## src/rtl/shift_seq_ctrl.sv

```systemverilog
// rtl/shift_seq_ctrl.sv - command sequencer for the 1-bit left/right shifter datapath
module shift_seq_ctrl #(
   parameter int WIDTH = 4,
   parameter int AMT_W = 3,
   parameter int CNT_W = 8
) (
   input  logic             clk,
   input  logic             rst,
   input  logic             cmd_valid,
   output logic             cmd_ready,
   input  logic [WIDTH-1:0] cmd_data,
   input  logic             cmd_dir,
   input  logic             cmd_rot,
   input  logic [AMT_W-1:0] cmd_amt,
   output logic             res_valid,
   input  logic             res_ready,
   output logic [WIDTH-1:0] res_data,
   output logic             busy,
   output logic [CNT_W-1:0] done_cnt
);

   localparam logic [1:0] S_IDLE  = 2'd0;
   localparam logic [1:0] S_SHIFT = 2'd1;
   localparam logic [1:0] S_DONE  = 2'd2;

   localparam logic [AMT_W-1:0] AMT_ONE = AMT_W'(1);
   localparam logic [CNT_W-1:0] CNT_ONE = CNT_W'(1);

   logic [1:0]       state;
   logic [WIDTH-1:0] work;
   logic [WIDTH-1:0] work_next;
   logic [AMT_W-1:0] remaining;
   logic             dir_q;
   logic             rot_q;

   // Handshake flags depend only on state, so cmd_ready never waits on cmd_valid
   assign cmd_ready = (state == S_IDLE);
   assign busy      = (state != S_IDLE);

   // One 1-bit shift step; the fill bit is zero for logical or the wrapped bit for rotate
   always_comb begin
      work_next = work;
      if (dir_q == 1'b0) begin
         work_next = {work[WIDTH-2:0], (rot_q ? work[WIDTH-1] : 1'b0)};
      end else begin
         work_next = {(rot_q ? work[0] : 1'b0), work[WIDTH-1:1]};
      end
   end

   // Sequencer: accept in IDLE, shift until remaining is exhausted, hold the result until taken
   always_ff @(posedge clk) begin
      if (rst) begin
         state     <= S_IDLE;
         work      <= '0;
         remaining <= '0;
         dir_q     <= 1'b0;
         rot_q     <= 1'b0;
         res_valid <= 1'b0;
         res_data  <= '0;
         done_cnt  <= '0;
      end else begin
         case (state)
            S_IDLE: begin
               if (cmd_valid) begin
                  work      <= cmd_data;
                  remaining <= cmd_amt;
                  dir_q     <= cmd_dir;
                  rot_q     <= cmd_rot;
                  state     <= S_SHIFT;
               end
            end
            S_SHIFT: begin
               if (remaining == '0) begin
                  res_data  <= work;
                  res_valid <= 1'b1;
                  state     <= S_DONE;
               end else begin
                  work      <= work_next;
                  remaining <= remaining - AMT_ONE;
               end
            end
            S_DONE: begin
               if (res_ready) begin
                  res_valid <= 1'b0;
                  done_cnt  <= done_cnt + CNT_ONE;
                  state     <= S_IDLE;
               end
            end
            default: begin
               state <= S_IDLE;
            end
         endcase
      end
   end

endmodule

```

## config.mk

```make
export PLATFORM = sky130hd
export DESIGN_NAME = shift_seq_ctrl
export DESIGN_NICKNAME = d
export VERILOG_FILES = /design/src/rtl/shift_seq_ctrl.sv
export SDC_FILE = /design/constraint.sdc
export NUM_CORES = 1
export LEC_CHECK = 0
export CAP_MARGIN = 40
export CELL_PAD_IN_SITES_DETAIL_PLACEMENT = 1
export CELL_PAD_IN_SITES_GLOBAL_PLACEMENT = 1
export CORE_ASPECT_RATIO = 0.5
export CORE_UTILIZATION = 37
export DETAILED_ROUTE_END_ITERATION = 7
export PLACE_DENSITY_LB_ADDON = 0.1
export SETUP_SLACK_MARGIN = 0.5
export SLEW_MARGIN = 15
export SYNTH_ARGS = -nofsm -noshare
export SYNTH_HDL_FRONTEND = slang
export SYNTH_SLANG_ARGS = --single-unit
export TNS_END_PERCENT = 50
```

## constraint.sdc

```tcl
create_clock -name clk -period 2.9 [get_ports clk]
set_input_delay 0.58 -clock clk [delete_from_list [all_inputs] [get_ports clk]]
set_output_delay 0.58 -clock clk [all_outputs]
set_load 0.01 [all_outputs]
```

Word-level counts from Yosys, hierarchy flattened
Cells that the tools add are included.
{"block": "word_totals", "register_bits": 24, "latchBits": 0, "ram_bits": 0, "rom_bits": 0, "inputBits": 13, "output_inout_bits": 15, "word_cells": 43, "memories": 0}
{"block": "op_classes", "n_addsub": 2, "n_mul": 0, "div": 0, "n_lt_le_gt_ge": 0, "n_eq_ne": 6, "shift": 0, "muxes": 16, "bitwise_logic": 0, "reduce_logical": 11}
{"op": "4-bit two-way mux", "n": 3}
{"op": "3-bit AND reduction", "n": 3}
{"op": "8-bit by 1-bit adder with 8-bit output, second input constant", "n": 1}
{"op": "2-bit inequality test, second input constant", "n": 4}
{"op": "4-bit one-hot mux with 2 select lines", "n": 1}
{"op": "2-bit two-way mux", "n": 3}
{"op": "3-bit two-way mux", "n": 2}
{"op": "2-bit one-hot mux with 3 select lines", "n": 1}
{"op": "3-bit one-hot mux with 2 select lines", "n": 1}
{"op": "2-bit AND reduction", "n": 3}
{"op": "2-bit nonzero test", "n": 3}
{"op": "1-bit two-way mux", "n": 4}
{"op": "3-bit logical NOT", "n": 1}
{"op": "3-bit by 1-bit subtractor with 3-bit output, second input constant", "n": 1}
{"op": "2-bit by 1-bit == test with 1-bit output, second input constant", "n": 1}
{"op": "2-bit == test, second input constant", "n": 1}
{"op": "2-bit logical NOT", "n": 1}
{"op": "1-bit one-hot mux with 2 select lines", "n": 1}

Logic depth before layout (Yosys ltp)
Gate-level depths: netlist of run 1.
{"block": "logic_depth", "word_depth": 4, "ltp_mapped": 8, "mapped_depth_nobuf": 7}

Worst setup path after synthesis of run 1
No wires, ideal clock.
{"block": "synth_timing", "path_type": "reg2reg", "start": "reg remaining[0]", "end": "reg remaining[0]", "arrival_time_ps": 1503, "required_ps": 2809, "setup_slack_ps": 1306, "path_stages_with_launch": 9, "synth_period_minus_slack_ps": 1594, "path_cell_list": "dfxtp_1 inv_1 ha_1 ha_1 nand2b_1 a21oi_1 buf_2 a21oi_1 a311oi_1"}
{"block": "synth_between", "elab_chain_cells": 3, "elab_cells_between_ends": 6}
{"element": "from (decl)", "line_no": "32", "text": "logic [AMT_W-1:0] remaining;"}
{"element": "from (signal assigned)", "line_no": "66", "text": "remaining <= cmd_amt;"}
{"element": "from (signal assigned)", "line_no": "79", "text": "remaining <= remaining - AMT_ONE;"}
{"element": "3-bit by 1-bit subtractor with 3-bit output / 3-bit logical NOT (equally long branches)", "line_no": "79, 73"}
{"element": "3-bit two-way mux / 2-bit inequality test (equally long branches)"}
{"element": "3-bit one-hot mux with 2 select lines / 3-bit AND reduction (equally long branches)"}
Several ways; a longest one is shown, not always the timed one. The select of a mux whose other input is x is not followed.
A chain may end at the register's enable or synchronous reset.

Worst setup path in the final report of run 1
{"block": "layout_timing", "start": "reg state[0]", "end": "out busy"}
{"block": "layout_between", "elab_chain_cells": 1}
{"element": "from (decl)", "line_no": "29", "text": "logic [1:0] state;"}
{"element": "from (signal assigned)", "line_no": "53", "text": "state <= S_IDLE;"}
{"element": "from (signal assigned)", "line_no": "69", "text": "state <= S_SHIFT;"}
{"element": "from (signal assigned)", "line_no": "76", "text": "state <= S_DONE;"}
{"element": "2-bit nonzero test", "line_no": "38", "text": "assign busy = (state != S_IDLE);"}
{"element": "to (decl)", "line_no": "18", "text": "output logic busy,"}
Every way passes these cells.

==> metrics.md, run 1 <==
| Metric | Value |
|---|---|
| Xor and xnor area share after synthesis | under 10% |
| Cells after DPL | about 190 |
| Placed wire-length estimate | 1.86 mm |
| Share of post-route cells with drive strength above 1 | under 10% |
| Startpoint types | flop |
| Cell type with the largest total area after synthesis | dfxtp_1 |
| Avg Synthesized Cell Area | 8.51 um2 |
| Unrepaired setup endpoints after global routing | no |
| Die area | 0.00318 mm2 |
| Starting DRC count in detailed routing | 20 |
| Required time of the worst setup path | 2.32 ns |
| Area delta synth->final | 34.9% |
| Number of max-capacitance violations reported | 0 |
| Wire length after detailed routing | 2.57 mm |
| Count of port buffers added during placement | 27 |
| Sequential-to-total area share from yosys stat | between 40 and 50% |
| Sequential power share | a little under half |
| Final instance area | around 0.0015 mm2 |
| Final period utilization | roughly 77% |
| Met3 track utilization from global routing | under 10% |
| Source-to-sink clock delay at the later pin of the worst-skew pair | around 0.27 ns |
| Worst Setup Slack, final | between 0.6 and 0.7 ns |
| I/O pin count | 28 |
| GRT overflow | 0 |
| Largest net degree at the start of global routing | 25 |
| Clk_skew | between 0.008 and 0.009 ns |
| Placed standard-cell area | 0.00139 mm2 |
| Register clock-pin slew on the reported worst setup and hold paths | 0.09 ns |
| Total global routing track utilization | ~17% |
| Register-to-register path setup slack | between 0.9 and 1 ns |
| GP Congestion | roughly 0.70 |
| CTS buffer count | 3 |
| Busiest grt layer | met2 |
| Worst setup slack after placement | between 0.6 and 0.7 ns |
| Total number of nets in the final design | between 150 and 200 |
| Power density of the placed cells | between 500 and 600 mW/mm2 |
| Complex-gate fraction of the synthesized area | a little over a tenth |
| GRT met2 Usage | 31.1% |
| Critical Path End Type | output pin |
| Count of cells resized by post-cts repair | 0 |
| Outcome | complete, no violations |
| Post-Syn Instances | between 100 and 150 |
| Final instance count without filler cells | 192 |
| Total clock sinks | 24 |
| Number of hold buffers added after cts | 0 |
| Hold Fails Final Rpt | 0 |
| Sum Neg Setup Slack | 0 ns |
| Drt drc | 0 |
| Post-Synthesis Net Count | 144 |
| Synth Area in Simple Gates | about 24% |
| Met1 usage in global routing | between 20% and 30% |
| Cell-by-cell trace of the critical path | nor2_1 -> inv_1 -> clkdlybuf4s50_1 |
| Fraction of synthesized area in multiplexers | 9.18% |
| Cell types occupying the most area after synthesis | dfxtp_1 44%, mux2i_1 9.2%, nor2_1 7.2% |
| Worst vdd ir | roughly 0.21 mV |
| Arrival time reported for the critical path endpoint | roughly 1.6 ns |
| CTS tree | yes |
| Final setup violation count | 0 |
| Routed via count divided by cell count | between 4 and 5 |
| Worst slew margin relative to its limit | between 60% and 70% |
| Critical-path top delay cell | dfxtp_1 |
| Setup Crit Path Kind | reg2out |
| Number of placement rows | 13 |
| Number of buffers inserted by post-CTS setup repair | 0 |
| Fraction of power consumed by combinational cells | 18.1% |
| Height of the die | between 40 and 50 um |
| Clk pwr share | between 30% and 40% |
| Post-layout min period | around 2.2 ns |
| Number of H-tree levels | 1 |
| Effective utilization at floorplan | about two fifths |
| Netlist cell types | 25 |
| Number of warnings reported in the yosys synthesis log | 0 |
| Share of the core filled with cells | 54.4% |
| Chip width | around 79 um |
| Post-synth top area share | between 40% and 50% |
| Worst-margin pin slew | 0.526 ns |
| Longest Clk Path Bufs | 2 |
| Register bit total from synthesis | 24 |
| Largest fanout on the critical path | 14 |
| Leak Pwr | approximately 0.00057 uW |
| Clock tree root buffer cell | clkbuf_8 |
| Switching power of the nets | between 200 and 250 uW |
| Delay of the slowest cell on the worst path | about 0.59 ns |
| Highest clock frequency the design can meet | around 0.45 GHz |
| Cell Int Power | about 610 uW |
| Number of antenna violations at the first check in global routing | 0 |
| Number of diodes | 0 |
| Path class of the lowest-slack min-delay path | reg2reg |
| Synthesized area | about 0.0011 mm2 |
| Routed length per instance | 13.4 um |
| First-pass GRT wire length | ~4.1 mm |
| Max Transition Viols Final | 0 |
| Switch share | 24.9% |
| Number of nets with antenna violations after detailed routing | 0 |
| Std-Cell Core Area | approximately 0.0027 mm2 |
| Pre-antenna DRT Iters | 2 |
| Vias | 940 |
| Fraction of the mapped netlist area in adder cells | around 3.4% |
| Number of global-route vias before repair | about 900 |
| Main combinational cell family by area after synthesis | simple AND/OR/NAND/NOR gates |
synthesized netlist by cell type, drive strengths merged:
cell and n:
a21oi 13, nand2b 8, a311oi 1, nor4 1, ha 3, dfxtp 24, nand3 5, a31oi 1
nand3b 1, nor2b 1, mux2i 10, xnor2 4, nand2 12, o211ai 1, inv 5, a211oi 1
xor2 1, buf 3, o221ai 1, or3 2, nor2 21, and2b 1, o21ai 3, clkbuf 3
nor3 2
critical path, delay by kind of cell, from the launching register on:
kind / cells / cell delay (ns)
and+or+nand+nor: 1 / 0.17
buffers and inverters: 2 / 0.62
DFF: 1 / 0.59
kinds of logic after synthesis:
kind of cell               count (synthesis)
buffers and inverters                     11
AOI/OAI and AO/OA                         21
muxes                                     10
and+or+nand+nor                           54
xor gates and xnor gates                   5
DFF                                       24
adders and majority gates                  3
layer usage:
metal  share of wire [%]  wire length [um]
met1                  51              1310
met2                  45              1160
met3                 4.0               104
met4                   0                 0
met5                   0                 0
sequential cells by signal (all words and copies together) (netlist names):
| name | count |
|---|---|
| dir_q | 1 |
| done_cnt | 8 |
| remaining | 3 |
| res_data | 4 |
| res_valid | 1 |
| rot_q | 1 |
| state | 2 |
| work | 4 |
metrics by stage:
step	total power, uW	hold slack, ns
floorplan	471	0.443
global placement	527	0.452
detailed placement	532	0.458
CTS	829	0.493
global route	865	0.511
finish	819	0.487
power by group through the flow:
stage          clock (uW)  combinational (uW)  sequential (uW)
3_5_place_dp            0                 146              385
4_1_cts               302                 149              378
6_report              292                 149              378
5_1_grt               318                 164              382
3_3_place_gp            0                 143              385
2_1_floorplan           0                95.9              375
final timing paths:
| check | startpoint | endpoint | depth (start not counted) |
|---|---|---|---|
| setup / recovery | state[0] | busy | 3 |
| hold / removal | res_valid | res_valid | 2 |
| setup reg to reg | remaining[0] | work[2] | 8 |
| hold reg to reg | res_valid | res_valid | 2 |
placed cells by master, fill, tap and decap left out, drive strengths merged:
| master | instances |
|---|---|
| nor4 | 1 |
| inv | 5 |
| ha | 3 |
| mux2i | 10 |
| clkbuf | 3 |
| a311oi | 1 |
| a31oi | 1 |
| o211ai | 1 |
| nand2 | 12 |
| o21ai | 3 |
| o221ai | 1 |
| xnor2 | 4 |
| nor2 | 21 |
| nor2b | 1 |
| dfxtp | 24 |
| or3 | 2 |
| xor2 | 1 |
| bufinv | 1 |
| and2b | 1 |
| clkdlybuf4s50 | 27 |
| nand3b | 1 |
| nor3 | 2 |
| a211oi | 1 |
| a21oi | 13 |
| buf | 2 |
| nand3 | 5 |
| nand2b | 8 |
layout make-up:
class	count	area, um2
clock buffer	3	41.3
clock inverter	1	30.0
fill	328	1230
inverter	5	18.8
multi-input combinational	93	564
sequential	24	480
tap	37	46.3
timing repair buffer	29	289
Note: power is estimated with default switching activity, not from simulation.
==> inputs of run 2 (changes only) <==
- CORE_UTILIZATION: 37 -> 34
- clock period: 2.9 -> 2.16 ns (I/O delays scaled with it)
==> run 2 against run 1 <==
- clock power increased by 34%
- utilization fell by 2.5 points
- sequential power is 34% higher
- global-route usage decreased by 0.22 points
- sequential share of layout area shrank 1.4 points
- cell area up 7.1%
- largest power group unchanged
- flip-flop and latch count unchanged
- wire length grew 3.2%
- critical path depth decreased by 2
- clock skew decreased by 0.0012 ns
- cell count increased by 4.2%
==> metrics.md, run 2 (synthesized netlist as in run 1, its figures left out) <==
| Metric | Value |
|---|---|
| Total global routing track utilization | 17.2% (-0.22 points) |
| Die area | 0.00345 mm2 (+8.5%) |
| Share of the core filled with cells | 51.9% (-2.5 points) |
| Worst slew margin relative to its limit | 79.4% (+15 points) |
| Commonest non-fill, non-tap cells in the layout | 23 x clkdlybuf4s50_1, 20 x nor2_1, 17 x dfxtp_1 |
| Hold Fails Final Rpt | 0 (unchanged) |
| Unrepaired setup endpoints after global routing | yes |
| Chip width | 82.1 um (+4.2%) |
| Placed wire-length estimate | 1.81 mm (-2.8%) |
| Startpoint types | flop |
| I/O pin count | 28 (unchanged) |
| Clk_skew | 0.00765 ns (-0.00116 ns) |
| Final period utilization | slightly below 80% |
| Final instance count without filler cells | 200 (+4.2%) |
| Wire length after detailed routing | 2.65 mm (+3.2%) |
| Flip-flop count of the largest register after layout | 8 (unchanged) |
| Count of port buffers added during placement | 27 (unchanged) |
| Number of max-capacitance violations reported | 0 (unchanged) |
| Share of post-route cells with drive strength above 1 | 15.6% (+11 points) |
| Starting DRC count in detailed routing | 26 (+30%) |
| Routed length per instance | 13.2 um (-0.97%) |
| Critical-path top delay cell | clkdlybuf4s50_1 |
| Total number of nets in the final design | 177 (+2.9%) |
| Worst-margin pin slew | 0.309 ns (-0.217 ns) |
| Largest fanout on the critical path | 4 (-10) |
| Leading cell type in the layout, fill and taps excluded | clkdlybuf4s50_1 |
| Total clock sinks | 24 (unchanged) |
| Capture instance of the worst register-to-register path | work[3] |
| Sum of internal, switching and leakage power | 1150 uW (+41%) |
| Top Registers | done_cnt: 8 flops, res_data: 4 flops, work: 4 flops |
| Register-to-register path setup slack | 0.63 ns (-0.30 ns) |
| Vias | 984 (+4.7%) |
| Critical Path End Type | output pin |
| Area delta synth->final | 44.4% |
| Hold depth | 2 (unchanged) |
| Number of global-route vias before repair | 934 (+2.1%) |
| Std-Cell Core Area | 0.00303 mm2 (+12%) |
| Register clock-pin slew on the reported worst setup and hold paths | 0.09 ns (about the same) |
| Height of the die | 42.0 um (+4.1%) |
| Highest clock frequency the design can meet | 0.600 GHz |
| First-pass GRT wire length | 4.40 mm (+7.8%) |
| Largest net degree at the start of global routing | 25 (unchanged) |
| Leak Pwr | 0.000650 uW (+13%) |
| Number of H-tree levels | 1 (unchanged) |
| Drt drc | 0 (unchanged) |
| End point of the worst hold path | res_valid |
| Source-to-sink clock delay at the later pin of the worst-skew pair | 0.27 ns (about the same) |
| Effective utilization at floorplan | 36.0% (-4.4 points) |
| GP Congestion | 0.712 (+2.0%) |
| Final instance area | 0.00157 mm2 (+7.1%) |
| Number of antenna violations at the first check in global routing | 0 (unchanged) |
| Cells after DPL | 194 (+3.7%) |
| CTS buffer count | 3 (unchanged) |
| Required time of the worst setup path | 1.73 ns (-0.59 ns) |
| Startpoint of the worst hold path | res_valid |
| Buffer and inverter count on the worst path | 1 (-1) |
| Number of nets with antenna violations after detailed routing | 0 (unchanged) |
| Number of diodes | 0 (unchanged) |
| Top register by number of flip-flops | done_cnt |
| Longest Clk Path Bufs | 2 (unchanged) |
| Clock tree root buffer cell | clkbuf_8 |
| Family with the most delay on the worst path | buffers and inverters |
| Delay of the slowest cell on the worst path | 0.56 ns (-0.03 ns) |
| Routed via count divided by cell count | 4.92 (+0.49%) |
| Post-layout min period | ~1.7 ns |
| Max Transition Viols Final | 0 (unchanged) |
| Worst vdd ir | 0.277 mV (+31%) |
| Final setup violation count | 0 (unchanged) |
| Power density of the placed cells | 732 mW/mm2 (+31%) |
| Cell-by-cell trace of the critical path | clkdlybuf4s50_1 |
| Outcome | complete, no violations |
| FF-to-FF path depth | 8 (unchanged) |
| Sum Neg Setup Slack | 0 ns (unchanged) |
| Beginning of the worst register-to-register path | remaining[1] |
| CTS tree | yes |
| Path class of the lowest-slack min-delay path | reg2reg |
| Setup Crit Path Kind | reg2out |
| Number of placement rows | 14 (+1) |
| GRT overflow | 0 (unchanged) |
| Area taken by multi-input logic gates | 609 um2 (+8.0%) |
| Placed standard-cell area | 0.00142 mm2 (+2.4%) |
| Register area | 492 um2 (+2.3%) |
| Pre-antenna DRT Iters | 4 (+2) |
| Fillcell total | 359 (+9.5%) |
| Arrival time reported for the critical path endpoint | 1.24 ns (-0.40 ns) |
[run 2: changes by cell type in the layout (fill, tap and decap cells not counted), moves of 2 or more]
cell	previous run	this run
clkdlybuf4s50_1	27	23
dfxtp_1	24	17
dlygate4sd2_1	0	2
dfxtp_2	0	6
ha_1	3	1
dlymetal6s2s_1	0	2
buf_4	1	5
[run 2: final cells by class]
class | count | area share, %
Tap cell | 40 | 3.18
Sequential cell | 24 | 31.2
Multi-Input combinational cell | 93 | 38.7
Clock buffer | 3 | 2.62
Inverter | 5 | 1.19
Timing Repair Buffer | 34 | 21.1
Clock inverter | 1 | 1.91
[run 2: per-stage QoR]
step	hold slack, ns	setup slack (ns)
6_report	0.482	0.492
5_1_grt	0.493	0.442
4_1_cts	0.477	0.472
3_5_place_dp	0.460	0.356
3_3_place_gp	0.459	0.388
2_1_floorplan	0.443	0.566
[run 2: how the worst max path moves through the flow]
stage,from,end,slack (ns),depth (start not counted)
floorplan,remaining[0],remaining[0],0.57,8
global placement,res_ready,done_cnt[7],0.39,6
detailed placement,cmd_valid,remaining[0],0.36,6
CTS,done_cnt[3],done_cnt[3],0.47,1
global route,done_cnt[1],done_cnt[1],0.44,1
finish,done_cnt[5],done_cnt[5],0.49,1
[run 2: power breakdown]
part	switching (uW)	internal, uW	total [uW]
combinational	116	139	255
sequential	30.9	474	505
clock	144	248	392
[run 2: timing repair]
action / CTS / global route
pin swaps: 1 / 5
buffers inserted: 1 / 1
gates resized for setup: 12 / 11
hold buffers: 0 / 0
setup endpoints to repair: 13 / 15
[run 2: metal layers]
metal | global-route usage (%) | wire (um) | part of all wire, % | up-vias
met2 | 24.6 | 1100 | 41 | 20
met3 | 5.87 | 120 | 4.5 | 2
met5 | 0 | 0 | 0 | -
met1 | 24.9 | 1420 | 54 | 471
met4 | 3.16 | 8 | 0.30 | 0
li1 | - | - | - | 491
==> inputs of run 3 (changes only) <==
- clock period: 2.16 -> 1.64 ns (I/O delays scaled with it)
==> run 3 against run 2 <==
- via count increased by 5.0%
- clock power grew 33%
- die area did not move
- flip-flop and latch count is the same
- first-iteration DRC count is 7.7% lower
==> metrics.md, run 3 (synthesized netlist as in run 1, its figures left out) <==
| Metric | Value |
|---|---|
| Chip width | 82.1 um (unchanged) |
| Source-to-sink clock delay at the later pin of the worst-skew pair | 0.27 ns (about the same) |
| Std-Cell Core Area | 0.00303 mm2 (unchanged) |
| Worst-margin pin slew | 0.339 ns (+0.0304 ns) |
| Number of diodes | 0 (unchanged) |
| Arrival time reported for the critical path endpoint | 1.62 ns (+0.38 ns) |
| Die area | 0.00345 mm2 (unchanged) |
| Vias | 1033 (+5.0%) |
| Path class of the lowest-slack min-delay path | in2reg |
| Routed length per instance | 13.4 um (+0.91%) |
| Sum Neg Setup Slack | 0 ns (unchanged) |
| Placed wire-length estimate | 1.93 mm (+6.8%) |
| Register clock-pin slew on the reported worst setup and hold paths | 0.09 ns (about the same) |
| Number of nets with antenna violations after detailed routing | 0 (unchanged) |
| Effective utilization at floorplan | 36.0% (unchanged) |
| Share of post-route cells with drive strength above 1 | 36.9% (+21 points) |
| Startpoint types | flop |
| Worst vdd ir | 0.436 mV (+57%) |
| Flip-flop count of the largest register after layout | 8 (unchanged) |
| Largest fanout on the critical path | 5 (+1) |
| Total global routing track utilization | 17.5% (+0.34 points) |
| Post-layout min period | around 1.5 ns |
| Cells after DPL | 198 (+2.1%) |
| Count of port buffers added during placement | 27 (unchanged) |
| Worst slew margin relative to its limit | 77.3% (-2.0 points) |
| Final instance count without filler cells | 216 (+8.0%) |
| Largest net degree at the start of global routing | 15 (-40%) |
| Number of H-tree levels | 1 (unchanged) |
| Hold Fails Final Rpt | 0 (unchanged) |
| Met3 track utilization from global routing | 5.87% (unchanged) |
| Setup Crit Path Kind | reg2reg |
| Total clock sinks | 24 (unchanged) |
| Starting DRC count in detailed routing | 24 (-7.7%) |
| GRT met2 Usage | 28.1% (+3.5 points) |
| First-pass GRT wire length | 4.44 mm (+0.93%) |
| Number of global-route vias before repair | 974 (+4.3%) |
| Area delta synth->final | 53.8% |
| Number of max-capacitance violations reported | 0 (unchanged) |
| CTS buffer count | 3 (unchanged) |
| Routed via count divided by cell count | 4.78 (-2.8%) |
| Number of antenna violations at the first check in global routing | 0 (unchanged) |
| Drt drc | 0 (unchanged) |
| Top register by number of flip-flops | done_cnt |
| Highest clock frequency the design can meet | roughly 0.69 GHz |
| Number of hold buffers added after cts | 0 (unchanged) |
| FF-to-FF path depth | 8 (unchanged) |
| Pre-antenna DRT Iters | 4 (unchanged) |
| Busiest grt layer | met2 |
| Power density of the placed cells | 922 mW/mm2 (+26%) |
| CTS tree | yes |
| Placed standard-cell area | 0.00149 mm2 (+4.8%) |
| Hold depth | 4 (+2) |
| Clk_skew | 0.00365 ns (-0.00400 ns) |
| Met1 usage in global routing | 22.6% (-2.3 points) |
| Critical Path End Type | flop |
| Final instance area | 0.00168 mm2 (+6.5%) |
| Final setup violation count | 0 (unchanged) |
| Longest Clk Path Bufs | 2 (unchanged) |
| Leak Pwr | 0.000762 uW (+17%) |
| Commonest non-fill, non-tap cells in the layout | 20 x nor2_1, 20 x buf_4, 12 x nand2_1, 12 x a21oi_1 |
| Outcome | complete, no violations |
| Wire length after detailed routing | 2.89 mm (+9.0%) |
| Number of placement rows | 14 (unchanged) |
| I/O pin count | 28 (unchanged) |
| GRT overflow | 0 (unchanged) |
| GP Congestion | 0.733 (+3.0%) |
| Clock tree root buffer cell | clkbuf_8 |
| Unrepaired setup endpoints after global routing | yes |
| Required time of the worst setup path | 1.81 ns (+0.08 ns) |
| Max Transition Viols Final | 0 (unchanged) |
| Height of the die | 42.0 um (unchanged) |
| Final period utilization | about 89% |
| Total number of nets in the final design | 193 (+9.0%) |
| Top Registers | done_cnt: 8 flops, res_data: 4 flops, work: 4 flops |
==> run 3: cell count changes in the layout (fill, tap and decap cells not counted), moves of 2 or more <==
cell	previous run	this run
inv_1	5	3
dfxtp_2	6	11
dfxtp_4	1	4
buf_2	0	11
buf_4	5	20
inv_2	0	2
clkdlybuf4s50_1	23	11
buf_6	2	4
dfxtp_1	17	9
==> run 3: worst max-delay path: stages, from the launching register on <==
cell      delay, ns
dfxtp_2        0.34
inv_2          0.04
ha_4           0.15
ha_4           0.15
nand2b_4       0.14
a21oi_4        0.13
buf_4          0.16
mux2i_1        0.18
nor2_1         0.05
==> run 3: stage by stage <==
step	worst slack (ns)	total power, uW	hold WS [ns]	utilization (%)
floorplan	0.215	871	0.397	-
detailed placement	-0.0220	1000	0.457	49.2
finish	0.186	1550	0.392	55.3
global placement	-0.00564	993	0.447	49.2
global route	0.107	1630	0.414	55.3
CTS	0.178	1550	0.478	54.1
==> run 3: final cells by class <==
| class | count | area (um2) |
|---|---|---|
| clock inverters | 1 | 30.0 |
| well taps | 40 | 50.0 |
| inverters | 5 | 18.8 |
| repair buffers | 50 | 395 |
| clock buffers | 3 | 41.3 |
| multi-input cells | 93 | 632 |
| flip-flops and latches | 24 | 509 |
| fillers | 358 | 1350 |
==> run 3: layer usage <==
metal  up-vias  wire length (um)
li1        527                 -
met1       481              1400
met2        19              1330
met3         6               109
met4         0                51
met5         -                 0
==> run 3: repair_timing <==
action / CTS / global route
setup buffers: 12 / 2
pin swaps: 4 / 7
setup endpoints to repair: 37 / 26
gates resized for setup: 73 / 8
==> run 3: path summary, 6_finish.rpt <==
kind	from	endpoint	slack, ns
worst min-delay path	res_ready	state[1]	0.39
worst min register to register	res_valid	res_valid	0.47
worst max register to register	remaining[0]	work[2]	0.19
worst max-delay path	remaining[0]	work[2]	0.19
==> run 3: report_power, final <==
part	total (uW)	internal [uW]	switching [uW]
sequential	662	622	40.0
clock	522	326	196
combinational	361	202	159
total	1550	1150	395
